`config.mk`:
```
export PLATFORM = sky130hd
export DESIGN_NAME = fifo_rd_arbiter_flat
export DESIGN_NICKNAME = d
export VERILOG_FILES = /design/src/rtl/fifo_arb_pkg.sv /design/src/rtl/fifo_rd_arbiter_if.sv /design/src/rtl/fifo_rd_arbiter_rr_pick.sv /design/src/rtl/fifo_rd_arbiter.sv /design/src/flat_wrapper.sv
export SDC_FILE = /design/constraint.sdc
export NUM_CORES = 1
export LEC_CHECK = 0
export ABC_CLOCK_PERIOD_IN_PS = 4600
export BUFFER_PORTS_ARGS = -buffer_cell sky130_fd_sc_hd__buf_2
export CAP_MARGIN = 20
export CORE_MARGIN = 5
export CORE_UTILIZATION = 45
export CTS_BUF_LIST = sky130_fd_sc_hd__clkbuf_4
export CTS_CLUSTER_DIAMETER = 50
export DETAILED_ROUTE_END_ITERATION = 12
export PLACE_DENSITY = 0.72
export SKIP_LAST_GASP = 1
export SYNTH_ARGS = -nofsm -noshare
export SYNTH_HDL_FRONTEND = slang
export SYNTH_SLANG_ARGS = --single-unit
export TNS_END_PERCENT = 5
```
`constraint.sdc`:
```
create_clock -name rclk -period 4.6 [get_ports rclk]
set_input_delay 0.23 -clock rclk [delete_from_list [all_inputs] [get_ports rclk]]
set_output_delay 0.23 -clock rclk [all_outputs]
set_load 0.1 [all_outputs]
```
`src/rtl/fifo_arb_pkg.sv`:
```
// fifo_arb_pkg: shared definitions for the FIFO read-side arbiter.
//   - FSM state encoding (IDLE/ISSUE/WAIT/CHECK)
//   - default sizing for requester count, ID width, data width,
//     burst limit and FIFO read latency
package fifo_arb_pkg;

  localparam int NREQ_DEF      = 4;
  localparam int IDW_DEF       = 2;
  localparam int DW_DEF        = 8;
  localparam int MAX_BURST_DEF = 4;
  localparam int BCW_DEF       = 3;
  localparam int RD_LAT_DEF    = 2;

  typedef enum logic [1:0] {
    IDLE  = 2'd0,
    ISSUE = 2'd1,
    WAIT  = 2'd2,
    CHECK = 2'd3
  } arb_state_e;

endpackage

```
`src/rtl/fifo_rd_arbiter_if.sv`:
```
// fifo_rd_arbiter_if: bundle of the arbiter's request, FIFO read-port and
// tagged-return signals.
//   slave  : arbiter side (consumes req/fifo_empty/fifo_rdata, drives the rest)
//   master : environment side (requesters + FIFO + data sink)
// Signals:
//   req        NREQ  level request per consumer
//   fifo_empty 1     registered FIFO empty flag
//   fifo_rdata DW    FIFO read data
//   fifo_r_en  1     FIFO read enable, one pulse per pop
//   gnt        NREQ  one-hot current owner, zero when idle
//   rd_valid   1     rd_data/rd_id valid
//   rd_data    DW    popped byte
//   rd_id      IDW   owner of the popped byte
//   busy       1     burst in progress
interface fifo_rd_arbiter_if
  import fifo_arb_pkg::*;
#(
  parameter int NREQ = NREQ_DEF,
  parameter int IDW  = IDW_DEF,
  parameter int DW   = DW_DEF
);
  logic [NREQ-1:0] req;
  logic            fifo_empty;
  logic [DW-1:0]   fifo_rdata;
  logic            fifo_r_en;
  logic [NREQ-1:0] gnt;
  logic            rd_valid;
  logic [DW-1:0]   rd_data;
  logic [IDW-1:0]  rd_id;
  logic            busy;

  modport slave (
    input  req, fifo_empty, fifo_rdata,
    output fifo_r_en, gnt, rd_valid, rd_data, rd_id, busy
  );

  modport master (
    output req, fifo_empty, fifo_rdata,
    input  fifo_r_en, gnt, rd_valid, rd_data, rd_id, busy
  );
endinterface

```
`src/rtl/fifo_rd_arbiter_rr_pick.sv`:
```
// rr_pick: combinational round-robin picker.
//   req   : request vector
//   ptr   : highest-priority index for this search
//   found : at least one request bit set
//   idx   : first set request at or after ptr, wrapping at NREQ
module rr_pick
  import fifo_arb_pkg::*;
#(
  parameter int NREQ = NREQ_DEF,
  parameter int IDW  = IDW_DEF
) (
  input  logic [NREQ-1:0] req,
  input  logic [IDW-1:0]  ptr,
  output logic            found,
  output logic [IDW-1:0]  idx
);

  logic [IDW-1:0] cand;

  // Walk offsets from farthest to nearest so the nearest set bit to ptr
  // is the last one written and therefore wins.
  always_comb begin
    found = 1'b0;
    idx   = '0;
    cand  = '0;
    for (int k = NREQ - 1; k >= 0; k--) begin
      cand = IDW'((int'(ptr) + k) % NREQ);
      if (req[cand]) begin
        found = 1'b1;
        idx   = cand;
      end
    end
  end

endmodule

```
`src/rtl/fifo_rd_arbiter.sv`:
```
// fifo_rd_arbiter: read-side scheduler for the async FIFO (rclk domain).
// Shares the single FIFO read port among NREQ consumers with round-robin
// bursts of up to MAX_BURST pops, never popping faster than the registered
// empty flag can confirm, and returns each popped byte tagged with its owner.
// Ports:
//   rclk : read-domain clock
//   rrst : synchronous active-high reset
//   bus  : fifo_rd_arbiter_if.slave (req, fifo_empty, fifo_rdata in;
//          fifo_r_en, gnt, rd_valid, rd_data, rd_id, busy out)
module fifo_rd_arbiter
  import fifo_arb_pkg::*;
#(
  parameter int NREQ      = NREQ_DEF,
  parameter int IDW       = IDW_DEF,
  parameter int DW        = DW_DEF,
  parameter int MAX_BURST = MAX_BURST_DEF,
  parameter int BCW       = BCW_DEF,
  parameter int RD_LAT    = RD_LAT_DEF
) (
  input  logic              rclk,
  input  logic              rrst,
  fifo_rd_arbiter_if.slave  bus
);

  arb_state_e      state_q;
  logic [NREQ-1:0] gnt_q;
  logic [IDW-1:0]  owner_q;
  logic [IDW-1:0]  ptr_q;
  logic [IDW-1:0]  ptr_d;
  logic [BCW-1:0]  cnt_q;
  logic [BCW-1:0]  cnt_d;

  logic                     tag_vld_q [RD_LAT];
  logic [IDW-1:0]           tag_id_q  [RD_LAT];

  logic            rd_valid_q;
  logic [DW-1:0]   rd_data_q;
  logic [IDW-1:0]  rd_id_q;

  logic            pick_found;
  logic [IDW-1:0]  pick_idx;
  logic [NREQ-1:0] pick_onehot;
  logic            issue;
  logic            continue_burst;

  rr_pick #(
    .NREQ (NREQ),
    .IDW  (IDW)
  ) u_pick (
    .req   (bus.req),
    .ptr   (ptr_q),
    .found (pick_found),
    .idx   (pick_idx)
  );

  assign pick_onehot = {{(NREQ-1){1'b0}}, 1'b1} << pick_idx;
  assign issue       = (state_q == ISSUE);
  assign cnt_d       = cnt_q + 1'b1;
  assign ptr_d       = (owner_q == IDW'(NREQ - 1)) ? '0 : owner_q + 1'b1;

  // In CHECK the registered empty flag already accounts for the last pop,
  // so it is safe to issue another one.
  assign continue_burst = (cnt_q < BCW'(MAX_BURST)) && bus.req[owner_q] &&
                          !bus.fifo_empty;

  always_ff @(posedge rclk) begin
    if (rrst) begin
      state_q <= IDLE;
      gnt_q   <= '0;
      owner_q <= '0;
      ptr_q   <= '0;
      cnt_q   <= '0;
    end else begin
      case (state_q)
        IDLE: begin
          if (pick_found && !bus.fifo_empty) begin
            gnt_q   <= pick_onehot;
            owner_q <= pick_idx;
            cnt_q   <= '0;
            state_q <= ISSUE;
          end
        end
        ISSUE: begin
          cnt_q   <= cnt_d;
          state_q <= WAIT;
        end
        WAIT: begin
          // Gives the one-cycle-late empty flag time to see the pop.
          state_q <= CHECK;
        end
        CHECK: begin
          if (continue_burst) begin
            state_q <= ISSUE;
          end else begin
            gnt_q   <= '0;
            ptr_q   <= ptr_d;
            state_q <= IDLE;
          end
        end
        default: state_q <= IDLE;
      endcase
    end
  end

  // ---- p0..p(RD_LAT-1): tag pipe, runs independently of the FSM ----
  always_ff @(posedge rclk) begin
    if (rrst) begin
      for (int i = 0; i < RD_LAT; i++) begin
        tag_vld_q[i] <= 1'b0;
        tag_id_q[i]  <= '0;
      end
    end else begin
      tag_vld_q[0] <= issue;
      tag_id_q[0]  <= owner_q;
      for (int i = 1; i < RD_LAT; i++) begin
        tag_vld_q[i] <= tag_vld_q[i-1];
        tag_id_q[i]  <= tag_id_q[i-1];
      end
    end
  end

  // ---- return stage: capture fifo_rdata when its tag arrives ----
  always_ff @(posedge rclk) begin
    if (rrst) begin
      rd_valid_q <= 1'b0;
      rd_data_q  <= '0;
      rd_id_q    <= '0;
    end else begin
      rd_valid_q <= tag_vld_q[RD_LAT-1];
      if (tag_vld_q[RD_LAT-1]) begin
        rd_data_q <= bus.fifo_rdata;
        rd_id_q   <= tag_id_q[RD_LAT-1];
      end
    end
  end

  assign bus.fifo_r_en = issue;
  assign bus.busy      = (state_q != IDLE);
  assign bus.gnt       = gnt_q;
  assign bus.rd_valid  = rd_valid_q;
  assign bus.rd_data   = rd_data_q;
  assign bus.rd_id     = rd_id_q;

endmodule
```
`src/flat_wrapper.sv`:
```
// flat-port wrapper written by rule: the top's interface ports become plain ports
module fifo_rd_arbiter_flat import fifo_arb_pkg::*;
#(
  parameter int NREQ      = NREQ_DEF,
  parameter int IDW       = IDW_DEF,
  parameter int DW        = DW_DEF,
  parameter int MAX_BURST = MAX_BURST_DEF,
  parameter int BCW       = BCW_DEF,
  parameter int RD_LAT    = RD_LAT_DEF
)
  (rclk, rrst, bus_req, bus_fifo_empty, bus_fifo_rdata, bus_fifo_r_en, bus_gnt, bus_rd_valid, bus_rd_data, bus_rd_id, bus_busy);
  fifo_rd_arbiter_if #(.NREQ(NREQ), .IDW(IDW), .DW(DW)) bus_i ();
  input  logic rclk;
  input  logic rrst;
  input wire logic [$bits(bus_i.req)-1:0] bus_req;
  input wire logic [$bits(bus_i.fifo_empty)-1:0] bus_fifo_empty;
  input wire logic [$bits(bus_i.fifo_rdata)-1:0] bus_fifo_rdata;
  output wire logic [$bits(bus_i.fifo_r_en)-1:0] bus_fifo_r_en;
  output wire logic [$bits(bus_i.gnt)-1:0] bus_gnt;
  output wire logic [$bits(bus_i.rd_valid)-1:0] bus_rd_valid;
  output wire logic [$bits(bus_i.rd_data)-1:0] bus_rd_data;
  output wire logic [$bits(bus_i.rd_id)-1:0] bus_rd_id;
  output wire logic [$bits(bus_i.busy)-1:0] bus_busy;
  assign bus_i.req = bus_req;
  assign bus_i.fifo_empty = bus_fifo_empty;
  assign bus_i.fifo_rdata = bus_fifo_rdata;
  assign bus_fifo_r_en = bus_i.fifo_r_en;
  assign bus_gnt = bus_i.gnt;
  assign bus_rd_valid = bus_i.rd_valid;
  assign bus_rd_data = bus_i.rd_data;
  assign bus_rd_id = bus_i.rd_id;
  assign bus_busy = bus_i.busy;
  fifo_rd_arbiter #(.NREQ(NREQ), .IDW(IDW), .DW(DW), .MAX_BURST(MAX_BURST), .BCW(BCW), .RD_LAT(RD_LAT)) u_core (.rclk(rclk), .rrst(rrst), .bus(bus_i));
endmodule
```
==> out/results.ini, run 1 <==
[synth]
mappedNetlistArea_um2 = 1360
synthesis.nets = 157
ys_types = 43
synth-compound-area-share_pct = 16.1
synthMuxAreaShare_pct = 10.3
synth_adder_area_share_pct = 5.54
yosysTopAreaCell = dfxtp_1
avgSynthCellArea_um2 = 9.97
synthXorXnorAreaFrac_pct = 0.646
yosys_warnings = 0
synth.top_cells.by_count = dfxtp_1 (30), mux2i_1 (14), nor2_1 (14)
synth_top_area_share_pct = 44.3
yosys.area_share.simple_pct = 20.8
synth_top_flop_cell = dfxtp_1
synth_top_family_by_area = simple AND/OR/NAND/NOR gates
async_flop_share_pct = 0
synth_seq_area_share_pct = 44.3
synth_seq_cells = 30
yosysMostFrequentCell = dfxtp_1
synth_area_leaders = dfxtp_1 (44%), mux2i_1 (10%), ha_1 (5.5%)
synth-edff-count = 0
syn-instance-count = 136

[grt]
grt_pass1_vias = 1083
grt_overflow = 0
grt.met3_usage_pct = 5.37
grt_pass1_wl_mm = 4.62
antenna_found_initial = 0
grt_use_met1_pct = 14.9
grt_busiest_layer = met2
met2_usage_pct = 24.6
track_usage_pct = 14.2
grt_max_degree = 31

[clock_network]
path_clk_slew_ps = 90
clk_latency_ps = 330
cts_tree = built
cts_buffer_depth = 2
cts_hold_buffers = 0
cts_setup_buffers = 0
numClockSinks = 30
cts_resized = 0
cts_htree_levels = 2
numCtsBuffers = 5
clockRootBuffer = clkbuf_4

[critical_path]
crit_required_ps = 4370
crit_path_start_kind = flip-flop
arrival_ps = 1680
crit_path_max_fanout = 5
cp-end-kind = output pin
critical_path_class = reg2out

[routing]
drc = 0
vias = 1107
ant_nets = 0
wirelength_mm = 2.71
drt_iter0_markers = 21
first_pass_iters = 4
post_drt_wl_per_cell_um = 13.3
vias_per_cell = 5.45

[sta]
drv_slew = 0
fmax_mhz = 522
fin_crit_sh_pct = 41.6
finalHoldWorstSlack_ps = 129
slew_headroom_pct = 61.6
clock_skew_ps = 9.15
tightest_slew_ps = 575
rsz0062_at_grt = no
final_hold_viol_count = 0
fin_tns_setup_ps = 0
fin_crit_ps = 1910
finalSetupViolCount = 0

[power]
p_int_uw = 467
ir_worst_vdd_uv = 474
seqPwrFrac_pct = 36.4
p_total_uw = 888
power_leakage_nw = 0.712
powerDensity_nw_per_um2 = 560
p_sw_uw = 421
p_sw_share_pct = 47.4
p_comb_share_pct = 46.6
clkPwrFrac_pct = 17.1

[cells_and_area]
fin_util_pct = 53.3
nFillCells = 277
area_growth_pct = 17.0
antenna_cells = 0
fin_cells = 203
drive_gt1_share_pct = 30.0
layout.nets = 190

[die]
start_util_pct = 45.5
die_h_um = 64.9
die-area_um2 = 4210
num_rows = 20
die_w_um = 64.9
ios = 32
core_area_um2 = 2980

[status]
status = finished clean

[place]
numPortBuffers = 31
hpwl_mm = 2.04
routabilityCongestion = 0.852
placed_cells = 195

[flow_run]
cap_violations = 0

[min_path]
min_path_type = in2reg

==> cell type report <==
class	count	area (um^2)	share of cell area, %
clock buffers	6	45.0	2.84
clock inverters	2	8.76	0.552
multi-input cells	98	724	45.7
well taps	33	41.3	2.60
inverters	3	11.3	0.710
repair buffers	31	155	9.78
flip-flops and latches	30	601	37.9
==> power by group through the flow <==
| stage | clock, mW | combinational, mW | sequential, mW |
|---|---|---|---|
| 2_1_floorplan | 0 | 0.267 | 0.403 |
| 5_1_grt | 0.166 | 0.441 | 0.329 |
| 3_3_place_gp | 0 | 0.399 | 0.325 |
| 6_report | 0.152 | 0.414 | 0.323 |
| 4_1_cts | 0.158 | 0.415 | 0.323 |
| 3_5_place_dp | 0 | 0.412 | 0.329 |
==> worst max-delay path, stage by stage (launching register included) <==
cell and delay (ps):
dfxtp_1 390, inv_1 100, ha_1 240, inv_1 170, buf_2 460
==> final timing paths <==
| check | from | end | slack, ps | depth (start not counted) |
|---|---|---|---|---|
| hold reg to reg | u_core.tag_id_q[0][1]$_SDFF_PP0_ | u_core.tag_id_q[1][1]$_SDFF_PP0_ | 440 | 1 |
| hold / removal | bus_fifo_rdata[7] | u_core.bus.rd_data[7]$_SDFFE_PP0P_ | 130 | 3 |
| setup reg to reg | u_core.state_q[1]$_SDFFE_PP0P_ | u_core.bus.gnt[1]$_SDFFE_PP0P_ | 2930 | 6 |
| setup / recovery | u_core.state_q[0]$_SDFFE_PP0P_ | bus_busy | 2690 | 4 |
==> cell usage in the layout (no fill, tap or decap), types with 2 or more instances in the layout <==
master	instances
a21oi_1	8
inv_1	3
a32o_2	4
buf_2	31
nand2b_1	2
nor2_1	14
or3_1	2
nand2_1	5
ha_1	6
nand3_1	4
nor3_1	2
clkbuf_4	6
nor2b_1	10
mux2i_1	14
dfxtp_1	30
==> routing by layer <==
layer  vias up  part of all wire (%)
met3         7                   4.7
met1       530                    41
met5         -                     0
li1        553                     -
met4         0                   1.8
met2        17                    52
==> state kept, by name, summed over array words and instances, names as in the netlist <==
signal               cells
u_core.cnt_q             3
u_core.owner_q           2
u_core.ptr_q             2
u_core.bus.rd_valid      1
u_core.bus.rd_data       8
u_core.state_q           2
u_core.bus.gnt           4
u_core.bus.rd_id         2
u_core.tag_vld_q         2
u_core.tag_id_q          4
==> cell families (layout without fill, tap and decap cells) <==
kind of cell | Yosys count | after routing
buffers and inverters | 8 | 42
adders and majority gates | 6 | 6
xor gates and xnor gates | 1 | 1
and+or+nand+nor | 50 | 50
DFF | 30 | 30
muxes | 14 | 14
AOI/OAI and AO/OA | 27 | 27
==> stage by stage <==
step / worst slack [ps] / instance area [um^2]
final: 2690 / 1590
after global routing: 2590 / 1590
after CTS: 2670 / 1590
after detailed placement: 2960 / 1530
after global placement: 3030 / 1530
after floorplan: 2510 / 1360
Note: power is estimated with default switching activity, not from simulation.
==> run 2: changes to the inputs <==
--- a/config.mk
+++ b/config.mk
@@ -5,7 +5,7 @@
 export SDC_FILE = /design/constraint.sdc
 export NUM_CORES = 1
 export LEC_CHECK = 0
-export ABC_CLOCK_PERIOD_IN_PS = 4600
+export ABC_CLOCK_PERIOD_IN_PS = 1700
 export BUFFER_PORTS_ARGS = -buffer_cell sky130_fd_sc_hd__buf_2
 export CAP_MARGIN = 20
 export CORE_MARGIN = 5
@@ -13,7 +13,7 @@
 export CTS_BUF_LIST = sky130_fd_sc_hd__clkbuf_4
 export CTS_CLUSTER_DIAMETER = 50
 export DETAILED_ROUTE_END_ITERATION = 12
-export PLACE_DENSITY = 0.72
+export PLACE_DENSITY = 0.74
 export SKIP_LAST_GASP = 1
 export SYNTH_ARGS = -nofsm -noshare
 export SYNTH_HDL_FRONTEND = slang
==> constraint.sdc (replaced) <==
create_clock -name rclk -period 1.7 [get_ports rclk]
set_input_delay 0.085 -clock rclk [delete_from_list [all_inputs] [get_ports rclk]]
set_output_delay 0.085 -clock rclk [all_outputs]
set_load 0.1 [all_outputs]
==> run 2 against run 1 <==
  * Cell area increased by 6.6%
  * First-iteration DRC count increased to 3.0 times the previous value
  * Routed wire length grew 5.1%
  * Critical endpoint is now u_core.bus.gnt[2]$_SDFFE_PP0P_
  * Largest power group unchanged
==> out/results.ini, run 2 (same netlist as run 1, synthesis figures left out) <==
[clock_network]
cts_htree_levels = 2  ; unchanged
cts_setup_buffers = 0  ; unchanged
numCtsBuffers = 5  ; unchanged
path_clk_slew_ps = 100  ; about the same
cts_tree = built
cts_buffer_depth = 2  ; unchanged
clockRootBuffer = clkbuf_4
numClockSinks = 30  ; unchanged
clk_latency_ps = 330  ; about the same

[die]
die_h_um = 64.9  ; unchanged
ios = 32  ; unchanged
start_util_pct = 45.5  ; unchanged
die-area_um2 = 4210  ; unchanged
die_w_um = 64.9  ; unchanged
core_area_um2 = 2980  ; unchanged
num_rows = 20  ; unchanged

[sta]
fin_crit_ps = 1610
fmax_mhz = 620
tightest_slew_ps = 572  ; -2.53 ps
final_hold_viol_count = 0  ; unchanged
fin_crit_sh_pct = 94.8
rsz0062_at_grt = no
slew_headroom_pct = 61.8  ; +0.17 points
fin_tns_setup_ps = 0  ; unchanged
clock_skew_ps = 4.37  ; -4.78 ps
finalSetupViolCount = 0  ; unchanged
drv_slew = 0  ; unchanged

[place]
routabilityCongestion = 0.879  ; +3.2%
numPortBuffers = 31  ; unchanged
placed_cells = 196  ; +0.51%
hpwl_mm = 2.11  ; +3.4%

[cells_and_area]
area_growth_pct = 24.7
antenna_cells = 0  ; unchanged
layout.nets = 198  ; +4.2%
final_cell_mix = buf_2 (30), dfxtp_1 (30), mux2i_1 (14), nor2_1 (14), nor2b_1 (10)
fin_cells = 211  ; +3.9%
drive_gt1_share_pct = 33.1  ; +3.1 points
largest_reg_flops = 8  ; unchanged

[routing]
vias_per_cell = 5.41  ; -0.84%
drt_iter0_markers = 63  ; +200%
post_drt_wl_per_cell_um = 13.5  ; +1.1%
drc = 0  ; unchanged
ant_nets = 0  ; unchanged
first_pass_iters = 4  ; unchanged
vias = 1141  ; +3.1%
wirelength_mm = 2.85  ; +5.1%

[critical_path]
crit_required_ps = 1920  ; -2450 ps
crit_path_max_fanout = 6  ; +1
arrival_ps = 1840  ; +160 ps
cp-end-kind = flip-flop
critical_path_class = reg2reg
crit_path_start_kind = flip-flop

[power]
seqPwrFrac_pct = 35.0  ; -1.4 points
power_leakage_nw = 0.735  ; +3.3%
p_sw_mw = 1.18  ; +180%
p_sw_share_pct = 47.2  ; -0.19 points
ir_worst_vdd_uv = 1420  ; +200%
p_int_mw = 1.32  ; +180%
powerDensity_nw_per_um2 = 1480  ; +160%
p_comb_share_pct = 49.0  ; +2.4 points
p_total_mw = 2.50  ; +180%
clkPwrFrac_pct = 15.9  ; -1.2 points

[grt]
grt_pass1_vias = 1110  ; +2.5%
grt_overflow = 0  ; unchanged
grt_pass1_wl_mm = 4.79  ; +3.6%
met2_usage_pct = 27.3  ; +2.7 points
grt.met3_usage_pct = 5.03  ; -0.35 points
grt_use_met1_pct = 14.7  ; -0.23 points
grt_busiest_layer = met2
antenna_found_initial = 0  ; unchanged
track_usage_pct = 15.0  ; +0.76 points
grt_max_degree = 23  ; -26%

[min_path]
min_path_type = in2reg

[status]
status = finished clean

[flow_run]
cap_violations = 0  ; unchanged

run 2: changes by cell type in the layout (fill, tap and decap cells not counted), sizes merged:
cell	previous run	this run
inv	3	2
dlygate4sd3	0	7
clkbuf	6	5
buf	31	32
clkinvlp	0	2
run 2: timing repair:
action | CTS | global route
setup endpoints to repair | 1 | 5
hold buffers | 7 | 0
gates resized for setup | 1 | 4
hold endpoints to repair | 7 | 0
run 2: final cells by class:
type	instances	area, um^2
flip-flops and latches	30	601
clock inverters	3	16.3
multi-input cells	98	746
inverters	3	15.0
clock buffers	5	37.5
repair buffers	39	235
fillers	272	1290
well taps	33	41.3
run 2: metrics by stage:
stage          cell area [um^2]  setup WS, ps  util (%)  hold slack [ps]
6_report                   1690          88.0      56.8             5.82
3_5_place_dp               1550          22.9      52.2              329
5_1_grt                    1690         0.961      56.8             22.7
2_1_floorplan              1370         -60.3         -              232
3_3_place_gp               1550           118      52.2              320
4_1_cts                    1680          8.89      56.4             6.70
run 2: routing by layer:
layer | part of all wire, % | routed length [um]
met5 | 0 | 0
met4 | 2.5 | 72
met3 | 4.6 | 132
met2 | 55 | 1560
met1 | 38 | 1090
run 2: worst max-delay path: stages (launching register included):
cell and delay, ps:
dfxtp_1 450, mux2i_1 340, o22ai_2 160, a211o_2 350, a32o_2 220
run 2: final timing paths:
check | slack [ps] | startpoint | to | cells past startpoint
worst min register to register | 450 | u_core.tag_vld_q[0][0]$_SDFF_PP0_ | u_core.tag_vld_q[0][1]$_SDFF_PP0_ | 1
worst max-delay path | 90 | u_core.owner_q[0]$_SDFFE_PP0P_ | u_core.bus.gnt[2]$_SDFFE_PP0P_ | 4
worst max register to register | 90 | u_core.owner_q[0]$_SDFFE_PP0P_ | u_core.bus.gnt[2]$_SDFFE_PP0P_ | 4
worst min-delay path | 6 | bus_fifo_rdata[4] | u_core.bus.rd_data[4]$_SDFFE_PP0P_ | 3
run 2: power groups by stage:
stage	clock network, mW	registers (mW)	logic [mW]
finish	0.399	0.876	1.23
CTS	0.417	0.871	1.19
global placement	0	0.881	1.11
detailed placement	0	0.888	1.16
floorplan	0	1.09	0.758
global route	0.456	0.890	1.30
